`src/rtl/ps2_host_tx.sv`:
```
// PS/2 host-to-device command transmitter.
// Inhibits the clock, requests to send, then shifts a byte out on device clocks.
module ps2_host_tx #(
  parameter int INHIBIT_CYCLES = 10000,
  parameter int REQ_CYCLES     = 50,
  parameter int TIMEOUT_CYCLES = 2000000
) (
  input  logic       CLOCK,
  input  logic       reset,
  input  logic [7:0] tx_data,
  input  logic       tx_valid,
  output logic       tx_ready,
  output logic       busy,
  output logic       done,
  output logic       err,
  input  logic       ps2_clk_in,
  input  logic       ps2_data_in,
  output logic       ps2_clk_oe,
  output logic       ps2_data_oe
);

  localparam logic [2:0] S_IDLE      = 3'd0;
  localparam logic [2:0] S_INHIBIT   = 3'd1;
  localparam logic [2:0] S_REQ       = 3'd2;
  localparam logic [2:0] S_SEND      = 3'd3;
  localparam logic [2:0] S_ACK_OK    = 3'd4;
  localparam logic [2:0] S_WAIT_IDLE = 3'd5;

  localparam int CMAX =
    (INHIBIT_CYCLES > REQ_CYCLES) ?
    INHIBIT_CYCLES : REQ_CYCLES;
  localparam int CW = $clog2(CMAX + 1);
  localparam int TW = $clog2(TIMEOUT_CYCLES + 1);

  localparam logic [CW-1:0] INH_LAST =
    CW'(INHIBIT_CYCLES - 1);
  localparam logic [CW-1:0] REQ_LAST =
    CW'(REQ_CYCLES - 1);
  localparam logic [CW-1:0] C_ONE = CW'(1);
  localparam logic [TW-1:0] TO_LAST =
    TW'(TIMEOUT_CYCLES - 1);
  localparam logic [TW-1:0] TO_SAT =
    TW'(TIMEOUT_CYCLES);
  localparam logic [TW-1:0] T_ONE = TW'(1);

  logic [2:0]    state;
  logic [CW-1:0] cnt;
  logic [TW-1:0] to_cnt;
  logic [3:0]    bit_cnt;
  logic [8:0]    shreg;
  logic          idle_seen;

  logic clk_meta, clk_sync, clk_last;
  logic data_meta, data_sync;
  logic fall;

  assign tx_ready = (state == S_IDLE);
  assign busy     = ~tx_ready;
  assign fall     = clk_last & ~clk_sync;

  // Two-flop synchronizers plus a history flop for edge detection.
  always_ff @(posedge CLOCK) begin
    if (reset) begin
      clk_meta  <= 1'b1;
      clk_sync  <= 1'b1;
      clk_last  <= 1'b1;
      data_meta <= 1'b1;
      data_sync <= 1'b1;
    end else begin
      clk_meta  <= ps2_clk_in;
      clk_sync  <= clk_meta;
      clk_last  <= clk_sync;
      data_meta <= ps2_data_in;
      data_sync <= data_meta;
    end
  end

  // Transfer sequencer: inhibit, request, shift bits, ack, line idle.
  always_ff @(posedge CLOCK) begin
    if (reset) begin
      state       <= S_IDLE;
      cnt         <= '0;
      to_cnt      <= '0;
      bit_cnt     <= '0;
      shreg       <= '0;
      idle_seen   <= 1'b0;
      ps2_clk_oe  <= 1'b0;
      ps2_data_oe <= 1'b0;
      done        <= 1'b0;
      err         <= 1'b0;
    end else begin
      done <= 1'b0;
      err  <= 1'b0;
      if (state == S_IDLE)
        to_cnt <= '0;
      else if (to_cnt != TO_SAT)
        to_cnt <= to_cnt + T_ONE;
      case (state)
        S_IDLE: begin
          ps2_clk_oe  <= 1'b0;
          ps2_data_oe <= 1'b0;
          if (tx_valid) begin
            shreg      <= {~^tx_data, tx_data};
            cnt        <= '0;
            ps2_clk_oe <= 1'b1;
            state      <= S_INHIBIT;
          end
        end
        S_INHIBIT: begin
          if (cnt == INH_LAST) begin
            cnt         <= '0;
            ps2_data_oe <= 1'b1;
            state       <= S_REQ;
          end else begin
            cnt <= cnt + C_ONE;
          end
        end
        S_REQ: begin
          if (cnt == REQ_LAST) begin
            cnt        <= '0;
            bit_cnt    <= '0;
            to_cnt     <= '0;
            ps2_clk_oe <= 1'b0;
            state      <= S_SEND;
          end else begin
            cnt <= cnt + C_ONE;
          end
        end
        S_SEND: begin
          if (to_cnt == TO_LAST) begin
            ps2_data_oe <= 1'b0;
            err         <= 1'b1;
            state       <= S_IDLE;
          end else if (fall) begin
            bit_cnt <= bit_cnt + 4'd1;
            if (bit_cnt < 4'd9) begin
              ps2_data_oe <= ~shreg[0];
              shreg       <= {1'b0, shreg[8:1]};
            end else if (bit_cnt == 4'd9) begin
              ps2_data_oe <= 1'b0;
            end else begin
              idle_seen <= 1'b0;
              if (!data_sync) begin
                state <= S_ACK_OK;
              end else begin
                err   <= 1'b1;
                state <= S_WAIT_IDLE;
              end
            end
          end
        end
        S_ACK_OK: begin
          done      <= 1'b1;
          idle_seen <= 1'b0;
          state     <= S_WAIT_IDLE;
        end
        S_WAIT_IDLE: begin
          if (clk_sync && data_sync) begin
            idle_seen <= 1'b1;
            if (idle_seen)
              state <= S_IDLE;
          end else begin
            idle_seen <= 1'b0;
          end
        end
        default: state <= S_IDLE;
      endcase
    end
  end

endmodule
```
`config.mk`:
```
export PLATFORM = sky130hd
export DESIGN_NAME = ps2_host_tx
export DESIGN_NICKNAME = d
export VERILOG_FILES = /design/src/rtl/ps2_host_tx.sv
export SDC_FILE = /design/constraint.sdc
export NUM_CORES = 1
export LEC_CHECK = 0
export CAP_MARGIN = 20
export CORE_AREA = 2 2 78 80
export CTS_CLUSTER_DIAMETER = 100
export DETAILED_ROUTE_END_ITERATION = 10
export DIE_AREA = 0 0 80 82
export PLACE_DENSITY = 0.77
export SLEW_MARGIN = 20
export SYNTH_ARGS = -nofsm -noshare
export SYNTH_HDL_FRONTEND = slang
export SYNTH_SLANG_ARGS = --single-unit
```
`constraint.sdc`:
```
create_clock -name CLOCK -period 2.8 [get_ports CLOCK]
set_input_delay 0.56 -clock CLOCK [delete_from_list [all_inputs] [get_ports CLOCK]]
set_output_delay 0.56 -clock CLOCK [all_outputs]
set_load 0.02 [all_outputs]
```
==> results.cfg <==
[status]
status = complete, no violations

[sta]
worst_hold_slack_ns = 0.404
fin_crit_sh_pct = 91.7
worst_pin_slew_ns = 0.733
fmax_mhz = 389
finClkSkew_ns = 0.0122
finalSetupViolCount = 0
min_period_ns = 2.57
tns_ns = 0
final-hold-violation-count = 0
rsz0062_at_grt = false
slew_violations = 0
maxSlewHeadroom_pct = 50.7

[synthesis]
syn_inst = 387
syn_nets = 407
ys_seq_elements = 61
ys_warn_count = 0
synth_edf_count = 0
ys_seq_area_share_pct = 37.4
syn_area_per_cell_um2 = 8.45
syn_area_um2 = 3270
synth_cell_type_count = 59
synth-main-ff-cell = dfxtp_1
synthArstFlopShare_pct = 0

[critical_path]
startpoint = state[2]$_SDFFE_PP0P_
critPathKind = flop to output pin
cp_max_fo = 18
r2r_end = state[0]$_SDFFE_PP0P_
reg2regPathDepth = 6
path_buf_inv = 2
worstSetupEndpoint = tx_ready
cp.arrival_ns = 2.01
cp_cell_sequence = or3_1, inv_1, clkdlybuf4s50_1
startpoint_type = flop
cpMaxStageDelayCell = clkdlybuf4s50_1
crit_cells = 3
crit_required_ns = 2.24
r2r_setup_slack_ns = 0.58
endpoint_kind = output pin
regToRegStartpoint = cnt[2]$_SDFFE_PP0P_
slowest_delay_ns = 0.63
crit_family = buffers and inverters

[floorplan]
core_um2 = 5750
num_rows = 28
initial_utilization_pct = 56.9
die-area_um2 = 6560
ios = 19
dieWidth_um = 80
die_h_um = 82

[drt]
drt_iter0_markers = 151
viasPerCell = 5.80
drtAntennaViolNets = 0
first_pass_iters = 4
drc = 0
wl_per_cell_um = 14.9
vias = 2846
wirelength_um = 7320

[clock_tree]
cts_buffers = 9
ctsHoldBuffers = 0
clock-root-buffer = clkbuf_8
clkSinkCount = 61
htreeDepth = 3
cts.clk_slew.worst_paths_ns = 0.07
post-cts-setup-buffer-count = 0
clk-insertion-delay-late_ns = 0.34
clock_path_buffers = 2
cts_resized = 0
cts_tree = done

[placement]
portBuffers = 18
hpwl_um = 5390
gp_congestion = 0.895

[global_route]
grt_max_degree = 24
antenna_found_initial = 0
grt_first_pass_wirelength_um = 12400
grt_remaining_overflow = 0
grt_pass1_vias = 2723
groute.usage.overall_pct = 24.3

[flow_run]
cap_viol_max_count = 0

[power]
vdd_ir_drop_max_v = 0.000338
p_per_area_nw_per_um2 = 564
p_leak_nw = 1.31

[final_layout]
most-common-layout-cells = dfxtp_1 (61), nand2_1 (52), nor2_1 (31)
diodes = 0
nets = 432
drive_gt1_share_pct = 13.0
final_common_cell = dfxtp_1
fillCellCount = 496
syn2layout_area_growth_pct = 14.4

[min_path]
worstHoldPathType = flop to flop
how the worst min path moves through the flow:
stage / from / end / slack (ns) / cells after the start
3_3_place_gp: clk_meta$_SDFF_PP1_ / clk_sync$_SDFF_PP1_ / 0.39 / 1
2_1_floorplan: clk_meta$_SDFF_PP1_ / clk_sync$_SDFF_PP1_ / 0.39 / 1
4_1_cts: data_meta$_SDFF_PP1_ / data_sync$_SDFF_PP1_ / 0.41 / 1
3_5_place_dp: data_meta$_SDFF_PP1_ / data_sync$_SDFF_PP1_ / 0.39 / 1
6_report: data_meta$_SDFF_PP1_ / data_sync$_SDFF_PP1_ / 0.40 / 1
5_1_grt: data_meta$_SDFF_PP1_ / data_sync$_SDFF_PP1_ / 0.43 / 1
per-stage QoR:
step	power, W	utilization (%)	setup WS (ns)	area, um2	std cells
after floorplan	0.00126	-	0.750	3270	387
after global placement	0.00138	62.0	0.507	3560	476
after detailed placement	0.00138	62.0	0.463	3560	476
after CTS	0.00212	65.1	0.224	3740	491
after global routing	0.00221	65.1	0.111	3740	491
final	0.00211	65.1	0.232	3740	491
worst register-to-register path, stage by stage (launching register included):
cell      delay (ns)
dfxtp_1         0.37
or4_4           0.57
nor4_4          0.30
buf_4           0.21
o22a_2          0.23
o221ai_2        0.12
mux2_4          0.32
cells in the mapped netlist (3+ instances only):
| cell type | number | area share (%) |
|---|---|---|
| dfxtp_1 | 61 | 37 |
| nand2_1 | 52 | 6.0 |
| nor2_1 | 31 | 3.6 |
| nand3_1 | 21 | 3.2 |
| xor2_1 | 16 | 4.3 |
| inv_1 | 15 | 1.7 |
| nand4_1 | 15 | 2.9 |
| a21oi_1 | 13 | 2.0 |
| xnor2_1 | 13 | 3.5 |
| clkbuf_1 | 12 | 1.4 |
| nor3_1 | 12 | 1.8 |
| mux2i_1 | 11 | 3.4 |
| or2_2 | 9 | 1.7 |
| mux2_2 | 8 | 2.8 |
| o21ai_0 | 8 | 1.2 |
| or3_1 | 8 | 1.5 |
| ha_1 | 7 | 2.7 |
| a31oi_1 | 6 | 1.1 |
| and3_1 | 5 | 0.96 |
| and4_1 | 4 | 1.1 |
| nand2b_1 | 4 | 0.77 |
| nand3b_1 | 4 | 0.92 |
| nor2b_1 | 3 | 0.57 |
| nor4_1 | 3 | 0.57 |
power by group:
group,switching [W],leakage (nW),internal [W],total [W]
sequential,0.0000250,0.495,0.000908,0.000933
combinational,0.000245,0.719,0.000190,0.000436
clock,0.000338,0.0919,0.000401,0.000739
state kept, by name (all words and copies together), names as in the netlist:
signal / count
to_cnt: 21
idle_seen: 1
clk_meta: 1
clk_last: 1
ps2_clk_oe: 1
data_meta: 1
clk_sync: 1
state: 3
data_sync: 1
done: 1
cnt: 14
shreg: 9
ps2_data_oe: 1
bit_cnt: 4
err: 1
cell families after synthesis:
family	after synthesis	share of synthesized area (%)
buffers and inverters	32	4.09
AND/OR/NAND/NOR	185	30.3
XOR/XNOR	29	7.77
multiplexers	20	6.58
flip-flops	61	37.4
adder cells (fa/ha/maj)	7	2.68
AO/OA/AOI/OAI	53	11.2
layout make-up:
class | count | area [um2] | area share, %
clock inverter | 5 | 52.6 | 1.41
timing repair buffer | 30 | 270 | 7.23
multi-input combinational | 294 | 1910 | 51.2
sequential | 61 | 1220 | 32.7
inverter | 16 | 60.1 | 1.61
tap | 75 | 93.8 | 2.51
clock buffer | 10 | 128 | 3.41
layer usage:
layer  part of all wire, %  wire [um]  track usage (%)  vias to the layer above
met5                     0          0                0                        -
met4                   1.4         99             9.49                        0
met3                   4.2        305             5.27                        8
met2                    50       3660             41.2                       53
met1                    45       3260             30.2                     1360
li1                      -          -                -                     1425
No activity file was read; power rests on OpenSTA's default activity.
